<file path="src/rtl/calc1_pkg.sv">
// Shared constants and types for the calc1 request arbiter and its ALU.
// Command/response encodings, port-state encoding and the round-robin index helper.
package calc1_pkg;

  localparam int CALC1_NUM_PORTS = 4;
  localparam int CALC1_DATA_W    = 32;
  localparam int CALC1_CMD_W     = 4;
  localparam int CALC1_RESP_W    = 2;

  typedef enum logic [CALC1_CMD_W-1:0] {
    CMD_NONE = 4'd0,
    CMD_ADD  = 4'd1,
    CMD_SUB  = 4'd2,
    CMD_SHL  = 4'd5,
    CMD_SHR  = 4'd6
  } cmd_e;

  typedef enum logic [CALC1_RESP_W-1:0] {
    RESP_NONE = 2'd0,
    RESP_OK   = 2'd1,
    RESP_ERR  = 2'd2
  } resp_e;

  // Per-port request life cycle: operand-1 capture -> operand-2 capture -> waiting for the ALU.
  typedef enum logic [1:0] {
    PORT_IDLE    = 2'd0,
    PORT_OP2     = 2'd1,
    PORT_PENDING = 2'd2
  } port_state_e;

  function automatic logic [1:0] next_port(input logic [1:0] idx);
    return idx + 2'd1;
  endfunction

endpackage

</file>
<file path="src/rtl/calc1_req_arbiter_if.sv">
// Requester-side bus of calc1_req_arbiter: four command/operand inputs and four response outputs.
// The arbiter connects through the slave modport; a requester model uses master.
interface calc1_req_arbiter_if
  import calc1_pkg::*;
#(
  parameter int DATA_W = CALC1_DATA_W
);

  logic [CALC1_CMD_W-1:0]  req1_cmd_in;
  logic [CALC1_CMD_W-1:0]  req2_cmd_in;
  logic [CALC1_CMD_W-1:0]  req3_cmd_in;
  logic [CALC1_CMD_W-1:0]  req4_cmd_in;
  logic [DATA_W-1:0]       req1_data_in;
  logic [DATA_W-1:0]       req2_data_in;
  logic [DATA_W-1:0]       req3_data_in;
  logic [DATA_W-1:0]       req4_data_in;
  logic [CALC1_RESP_W-1:0] out_resp1;
  logic [CALC1_RESP_W-1:0] out_resp2;
  logic [CALC1_RESP_W-1:0] out_resp3;
  logic [CALC1_RESP_W-1:0] out_resp4;
  logic [DATA_W-1:0]       out_data1;
  logic [DATA_W-1:0]       out_data2;
  logic [DATA_W-1:0]       out_data3;
  logic [DATA_W-1:0]       out_data4;

  modport master (
    output req1_cmd_in, req2_cmd_in, req3_cmd_in, req4_cmd_in,
    output req1_data_in, req2_data_in, req3_data_in, req4_data_in,
    input  out_resp1, out_resp2, out_resp3, out_resp4,
    input  out_data1, out_data2, out_data3, out_data4
  );

  modport slave (
    input  req1_cmd_in, req2_cmd_in, req3_cmd_in, req4_cmd_in,
    input  req1_data_in, req2_data_in, req3_data_in, req4_data_in,
    output out_resp1, out_resp2, out_resp3, out_resp4,
    output out_data1, out_data2, out_data3, out_data4
  );

endinterface

</file>
<file path="src/rtl/calc1_alu.sv">
// Shared combinational ALU: add / subtract / shift with overflow, underflow and invalid-command errors.
// Result data is forced to zero whenever the response is not a success.
module calc1_alu
  import calc1_pkg::*;
#(
  parameter int DATA_W = CALC1_DATA_W
) (
  input  logic [CALC1_CMD_W-1:0]  cmd,
  input  logic [DATA_W-1:0]       op1,
  input  logic [DATA_W-1:0]       op2,
  output logic [CALC1_RESP_W-1:0] resp,
  output logic [DATA_W-1:0]       result
);

  localparam int SHAMT_W = $clog2(DATA_W);

  logic [DATA_W:0] sum;

  assign sum = {1'b0, op1} + {1'b0, op2};

  always_comb begin
    resp   = RESP_ERR;
    result = '0;
    case (cmd)
      CMD_ADD: begin
        if (!sum[DATA_W]) begin
          resp   = RESP_OK;
          result = sum[DATA_W-1:0];
        end
      end
      CMD_SUB: begin
        if (op2 <= op1) begin
          resp   = RESP_OK;
          result = op1 - op2;
        end
      end
      CMD_SHL: begin
        resp   = RESP_OK;
        result = op1 << op2[SHAMT_W-1:0];
      end
      CMD_SHR: begin
        resp   = RESP_OK;
        result = op1 >> op2[SHAMT_W-1:0];
      end
      default: begin
        resp   = RESP_ERR;
        result = '0;
      end
    endcase
  end

endmodule

</file>
<file path="src/rtl/calc1_req_arbiter.sv">
// Four-port request arbiter in front of one shared calc1_alu, with registered one-cycle responses.
// Define CALC1_ARB_FIXED_PRIO_EN for fixed priority (port 1 highest); default is round-robin.
module calc1_req_arbiter
  import calc1_pkg::*;
#(
  parameter int NUM_PORTS = CALC1_NUM_PORTS,
  parameter int DATA_W    = CALC1_DATA_W
) (
  input logic                c_clk,
  input logic                reset,
  calc1_req_arbiter_if.slave bus
);

  localparam int PORT_IDX_W = $clog2(NUM_PORTS);

  logic [CALC1_CMD_W-1:0]  cmd_in   [NUM_PORTS];
  logic [DATA_W-1:0]       data_in  [NUM_PORTS];
  logic [CALC1_CMD_W-1:0]  cmd_q    [NUM_PORTS];
  logic [DATA_W-1:0]       op1_q    [NUM_PORTS];
  logic [DATA_W-1:0]       op2_q    [NUM_PORTS];
  logic [CALC1_RESP_W-1:0] resp_q   [NUM_PORTS];
  logic [DATA_W-1:0]       data_q   [NUM_PORTS];

  logic [NUM_PORTS-1:0]    pending;
  logic [NUM_PORTS-1:0]    grant;
  logic [PORT_IDX_W-1:0]   grant_idx;
  logic [PORT_IDX_W-1:0]   cand;
  logic                    grant_valid;

  logic [CALC1_RESP_W-1:0] alu_resp;
  logic [DATA_W-1:0]       alu_result;

  assign cmd_in[0]  = bus.req1_cmd_in;
  assign cmd_in[1]  = bus.req2_cmd_in;
  assign cmd_in[2]  = bus.req3_cmd_in;
  assign cmd_in[3]  = bus.req4_cmd_in;
  assign data_in[0] = bus.req1_data_in;
  assign data_in[1] = bus.req2_data_in;
  assign data_in[2] = bus.req3_data_in;
  assign data_in[3] = bus.req4_data_in;

  assign bus.out_resp1 = resp_q[0];
  assign bus.out_resp2 = resp_q[1];
  assign bus.out_resp3 = resp_q[2];
  assign bus.out_resp4 = resp_q[3];
  assign bus.out_data1 = data_q[0];
  assign bus.out_data2 = data_q[1];
  assign bus.out_data3 = data_q[2];
  assign bus.out_data4 = data_q[3];

  for (genvar gi = 0; gi < NUM_PORTS; gi++) begin : g_port
    port_state_e             state_reg;
    port_state_e             state_next;
    logic [CALC1_CMD_W-1:0]  cmd_reg;
    logic [DATA_W-1:0]       op1_reg;
    logic [DATA_W-1:0]       op2_reg;
    logic [CALC1_RESP_W-1:0] resp_reg;
    logic [DATA_W-1:0]       data_reg;

    // cmd is only looked at in IDLE, so requests arriving mid-operation are silently dropped.
    always_comb begin
      state_next = state_reg;
      case (state_reg)
        PORT_IDLE:    if (cmd_in[gi] != CMD_NONE) state_next = PORT_OP2;
        PORT_OP2:     state_next = PORT_PENDING;
        PORT_PENDING: if (grant[gi]) state_next = PORT_IDLE;
        default:      state_next = PORT_IDLE;
      endcase
    end

    always_ff @(posedge c_clk) begin
      if (reset) begin
        state_reg <= PORT_IDLE;
        cmd_reg   <= '0;
        op1_reg   <= '0;
        op2_reg   <= '0;
        resp_reg  <= '0;
        data_reg  <= '0;
      end else begin
        state_reg <= state_next;
        if (state_reg == PORT_IDLE && cmd_in[gi] != CMD_NONE) begin
          cmd_reg <= cmd_in[gi];
          op1_reg <= data_in[gi];
        end
        if (state_reg == PORT_OP2) begin
          op2_reg <= data_in[gi];
        end
        resp_reg <= grant[gi] ? alu_resp : '0;
        data_reg <= grant[gi] ? alu_result : '0;
      end
    end

    assign pending[gi] = (state_reg == PORT_PENDING);
    assign cmd_q[gi]   = cmd_reg;
    assign op1_q[gi]   = op1_reg;
    assign op2_q[gi]   = op2_reg;
    assign resp_q[gi]  = resp_reg;
    assign data_q[gi]  = data_reg;
  end

`ifndef CALC1_ARB_FIXED_PRIO_EN
  logic [PORT_IDX_W-1:0] rr_ptr_reg;

  // The port after the last winner gets first look next cycle.
  always_ff @(posedge c_clk) begin
    if (reset) begin
      rr_ptr_reg <= '0;
    end else if (grant_valid) begin
      rr_ptr_reg <= next_port(grant_idx);
    end
  end
`endif

  always_comb begin
    grant       = '0;
    grant_idx   = '0;
    grant_valid = 1'b0;
    cand        = '0;
    for (int i = 0; i < NUM_PORTS; i++) begin
`ifdef CALC1_ARB_FIXED_PRIO_EN
      cand = PORT_IDX_W'(i);
`else
      cand = rr_ptr_reg + PORT_IDX_W'(i);
`endif
      if (!grant_valid && pending[cand]) begin
        grant_valid = 1'b1;
        grant_idx   = cand;
      end
    end
    grant[grant_idx] = grant_valid;
  end

  calc1_alu #(
    .DATA_W (DATA_W)
  ) u_alu (
    .cmd    (cmd_q[grant_idx]),
    .op1    (op1_q[grant_idx]),
    .op2    (op2_q[grant_idx]),
    .resp   (alu_resp),
    .result (alu_result)
  );

endmodule

</file>
<file path="src/flat_wrapper.sv">
// flat-port wrapper written by rule: the top's interface ports become plain ports
module calc1_req_arbiter_flat import calc1_pkg::*;
#(
  parameter int NUM_PORTS = CALC1_NUM_PORTS,
  parameter int DATA_W    = CALC1_DATA_W
)
  (c_clk, reset, bus_req1_cmd_in, bus_req2_cmd_in, bus_req3_cmd_in, bus_req4_cmd_in, bus_req1_data_in, bus_req2_data_in, bus_req3_data_in, bus_req4_data_in, bus_out_resp1, bus_out_resp2, bus_out_resp3, bus_out_resp4, bus_out_data1, bus_out_data2, bus_out_data3, bus_out_data4);
  calc1_req_arbiter_if #(.DATA_W(DATA_W)) bus_i ();
  input logic c_clk;
  input logic reset;
  input wire logic [$bits(bus_i.req1_cmd_in)-1:0] bus_req1_cmd_in;
  input wire logic [$bits(bus_i.req2_cmd_in)-1:0] bus_req2_cmd_in;
  input wire logic [$bits(bus_i.req3_cmd_in)-1:0] bus_req3_cmd_in;
  input wire logic [$bits(bus_i.req4_cmd_in)-1:0] bus_req4_cmd_in;
  input wire logic [$bits(bus_i.req1_data_in)-1:0] bus_req1_data_in;
  input wire logic [$bits(bus_i.req2_data_in)-1:0] bus_req2_data_in;
  input wire logic [$bits(bus_i.req3_data_in)-1:0] bus_req3_data_in;
  input wire logic [$bits(bus_i.req4_data_in)-1:0] bus_req4_data_in;
  output wire logic [$bits(bus_i.out_resp1)-1:0] bus_out_resp1;
  output wire logic [$bits(bus_i.out_resp2)-1:0] bus_out_resp2;
  output wire logic [$bits(bus_i.out_resp3)-1:0] bus_out_resp3;
  output wire logic [$bits(bus_i.out_resp4)-1:0] bus_out_resp4;
  output wire logic [$bits(bus_i.out_data1)-1:0] bus_out_data1;
  output wire logic [$bits(bus_i.out_data2)-1:0] bus_out_data2;
  output wire logic [$bits(bus_i.out_data3)-1:0] bus_out_data3;
  output wire logic [$bits(bus_i.out_data4)-1:0] bus_out_data4;
  assign bus_i.req1_cmd_in = bus_req1_cmd_in;
  assign bus_i.req2_cmd_in = bus_req2_cmd_in;
  assign bus_i.req3_cmd_in = bus_req3_cmd_in;
  assign bus_i.req4_cmd_in = bus_req4_cmd_in;
  assign bus_i.req1_data_in = bus_req1_data_in;
  assign bus_i.req2_data_in = bus_req2_data_in;
  assign bus_i.req3_data_in = bus_req3_data_in;
  assign bus_i.req4_data_in = bus_req4_data_in;
  assign bus_out_resp1 = bus_i.out_resp1;
  assign bus_out_resp2 = bus_i.out_resp2;
  assign bus_out_resp3 = bus_i.out_resp3;
  assign bus_out_resp4 = bus_i.out_resp4;
  assign bus_out_data1 = bus_i.out_data1;
  assign bus_out_data2 = bus_i.out_data2;
  assign bus_out_data3 = bus_i.out_data3;
  assign bus_out_data4 = bus_i.out_data4;
  calc1_req_arbiter #(.NUM_PORTS(NUM_PORTS), .DATA_W(DATA_W)) u_core (.c_clk(c_clk), .reset(reset), .bus(bus_i));
endmodule
</file>
<file path="config.mk">
export PLATFORM = sky130hd
export DESIGN_NAME = calc1_req_arbiter_flat
export DESIGN_NICKNAME = d
export VERILOG_FILES = /design/src/rtl/calc1_pkg.sv /design/src/rtl/calc1_req_arbiter_if.sv /design/src/rtl/calc1_alu.sv /design/src/rtl/calc1_req_arbiter.sv /design/src/flat_wrapper.sv
export SDC_FILE = /design/constraint.sdc
export NUM_CORES = 1
export LEC_CHECK = 0
export ABC_AREA = 1
export ABC_CLOCK_PERIOD_IN_PS = 5850
export CAP_MARGIN = 25
export CORE_ASPECT_RATIO = 0.5
export CORE_MARGIN = 3
export CORE_UTILIZATION = 40
export DETAILED_ROUTE_END_ITERATION = 10
export DONT_BUFFER_PORTS = 1
export PLACE_DENSITY_LB_ADDON = 0.05
export SYNTH_ARGS = -nofsm -noshare
export SYNTH_HDL_FRONTEND = slang
export SYNTH_SLANG_ARGS = --single-unit
</file>
<file path="constraint.sdc">
create_clock -name c_clk -period 5.85 [get_ports c_clk]
set_clock_uncertainty 0.1 [all_clocks]
set_input_delay 0.8775 -clock c_clk [delete_from_list [all_inputs] [get_ports c_clk]]
set_output_delay 0.8775 -clock c_clk [all_outputs]
set_load 0.02 [all_outputs]
</file>
==> run_results.csv <==
group,metric,value,unit
outcome,status,"completed",
layout,num-fill-cells,6220,
logic_synthesis,synthCells,3656,
logic_synthesis,synth_area,0.02368,mm²
die,rows,62,
cts,clock-sinks,418,
logic_synthesis,ys_warn_count,0,
layout,syn2layout_area_growth,11.96,%
setup_path,critPathSlowestCell,"dfxtp_2",
setup_path,arrival,5.86,ns
route,vias_per_cell,5.665,
cts,cts_hold_buf,0,
die,core_area,0.05795,mm²
global_routing,grt_max_degree,99,
logic_synthesis,ys_async_sr_fraction,0,%
die,die_area,0.06233,mm²
min_path,hp-class,"primary input to flop",
placement,dpl.hpwl,77880,µm
route,vias,25100,
die,die_w,350.1,µm
cts,clk_latency,0.61,ns
route,drt_wl_total,104900,µm
setup_path,criticalPathCategory,"flop to flop",
setup_path,path_delay_family,"simple AND/OR/NAND/NOR gates",
timing,report.final.slew_viol_count,0,
global_routing,antenna_found_initial,0,
placement,place_congestion,1.016,
setup_path,worst_setup_path_end_kind,"flop",
setup_path,crit_fanout,30,
logic_synthesis,ys_types,53,
layout,mostFrequentLayoutCells,"nor2_1, nand2_1, nand3_1, dfxtp_1, o21ai_0",
timing,setup-tns-final,0,ns
cts,htreeDepth,2,
logic_synthesis,synth_edf_count,0,
global_routing,grt_first_pass_wirelength,151600,µm
placement,dp_slack,-0.3184,ns
route,route.detailed.drc,0,
flow_run,cap_violations,0,
cts,cts_buffers,39,
cts,cts_root_buf,"clkbuf_16",
logic_synthesis,dominantRegCellSynth,"dfxtp_1",
logic_synthesis,synth.net_count,3873,
logic_synthesis,yosysSeqAreaShare,35.34,%
timing,worstMarginPinSlew,0.9320,ns
die,io_pins,282,
cts,clk_pin_slew,0.07,ns
cts,cts_tree,"built",
timing,holdWs,0.2614,ns
die,die_h,178.0,µm
die,start_util,40.86,%
timing,maxClockFrequency,182.7,MHz
global_routing,grt_pass1_vias,22370,
setup_path,critPathLaunchType,"flop",
setup_path,worstPathRequired,6.24,ns
route,drtAntennaViolNets,0,
setup_path,slowest_delay,0.42,ns
cts,cts_buffer_depth,3,
layout,final_common_cell,"nor2_1",
route,drtPass1Iterations,6,
timing,finalCritPeriodShare,93.57,%
timing,setup_slack,0.3761,ns
logic_synthesis,synth_seq_cells,418,
placement,io_buffers,0,
setup_path,path_buf_inv,9,
layout,nets,3855,
layout,drive_gt1_share,10.54,%
timing,setup_violations,0,
global_routing,grtUsageTotal,32.34,%
layout,diodes,0,
logic_synthesis,syn_avg_cell_area,6.476,µm²
timing,period_minus_slack,5.474,ns
route,wl_per_cell,23.68,µm
timing,max_slew_margin,37.65,%
global_routing,grt.overflow.total,0,
timing,hold_viol,0,
route,first_iter_violations,3317,
==> cells in the mapped netlist, types with 21 or more instances <==
cell / instances / area (µm²)
nand3_1: 515 / 2577
buf_2: 50 / 250.2
a32oi_1: 27 / 236.5
nand2_1: 578 / 2170
nand4_1: 27 / 168.9
inv_1: 263 / 987.2
o21ai_0: 318 / 1592
nor2_1: 793 / 2977
or2_2: 64 / 400.4
o21ai_1: 21 / 105.1
a21oi_1: 154 / 770.7
ha_1: 69 / 863.3
clkbuf_1: 136 / 510.5
dfxtp_1: 418 / 8368
xor2_1: 35 / 306.5
==> area by class of cell <==
cell class	instances	area [µm²]	area share [%]
multi-input cells	2731	13380	50.46
flip-flops and latches	418	8373	31.59
repair buffers	163	1423	5.366
inverters	285	1085	4.092
clock buffers	53	1079	4.069
well taps	768	960.9	3.625
clock inverters	13	214.0	0.8071
==> kinds of logic after synthesis <==
kind of cell / share of synthesized area (%)
xor+xnor: 1.406
compound gates: 13.21
fa+ha+maj: 3.815
buf+inv: 9.010
simple gates: 37.22
flops: 35.34
==> routing by layer <==
metal | share of wire (%) | wire, µm | up-vias | GRT usage, %
met5 | 0 | 0 | - | 0
met4 | 2.0 | 2105 | 0 | 6.439
met3 | 9.8 | 10300 | 122 | 6.155
met2 | 40 | 41980 | 1230 | 45.87
met1 | 48 | 50540 | 11920 | 50.02
li1 | - | - | 11840 | -
==> per-stage QoR <==
stage | instance area (µm²) | cells | util [%]
CTS | 26290 | 4427 | 45.37
global route | 26510 | 4431 | 45.75
global placement | 24950 | 4358 | 43.05
detailed placement | 24950 | 4358 | 43.05
floorplan | 23680 | 3656 | -
finish | 26510 | 4431 | 45.75
==> timing repair <==
| action | 4_1_cts | 5_1_grt |
|---|---|---|
| endpoints found under the setup margin | 47 | 135 |
| cloned | 1 | 2 |
| pin swaps | 1 | 1 |
| setup buffers | 2 | 2 |
| resized for setup | 7 | 34 |
==> final timing paths <==
check	start	endpoint	slack [ns]	depth (start not counted)
setup / recovery	u_core.rr_ptr_reg[1]$_SDFFE_PP0N_	u_core.bus.out_data2[31]$_SDFF_PP0_	0.38	30
setup reg to reg	u_core.rr_ptr_reg[1]$_SDFFE_PP0N_	u_core.bus.out_data2[31]$_SDFF_PP0_	0.38	30
hold reg to reg	u_core.g_port[3].cmd_reg[0]$_SDFFE_PP0P_	u_core.g_port[3].cmd_reg[0]$_SDFFE_PP0P_	0.35	2
hold / removal	reset	u_core.g_port[3].cmd_reg[3]$_SDFFE_PP0P_	0.26	1
Power is not shown: default switching activity piles up to over one toggle a cycle in this logic, so the estimate is an artifact.
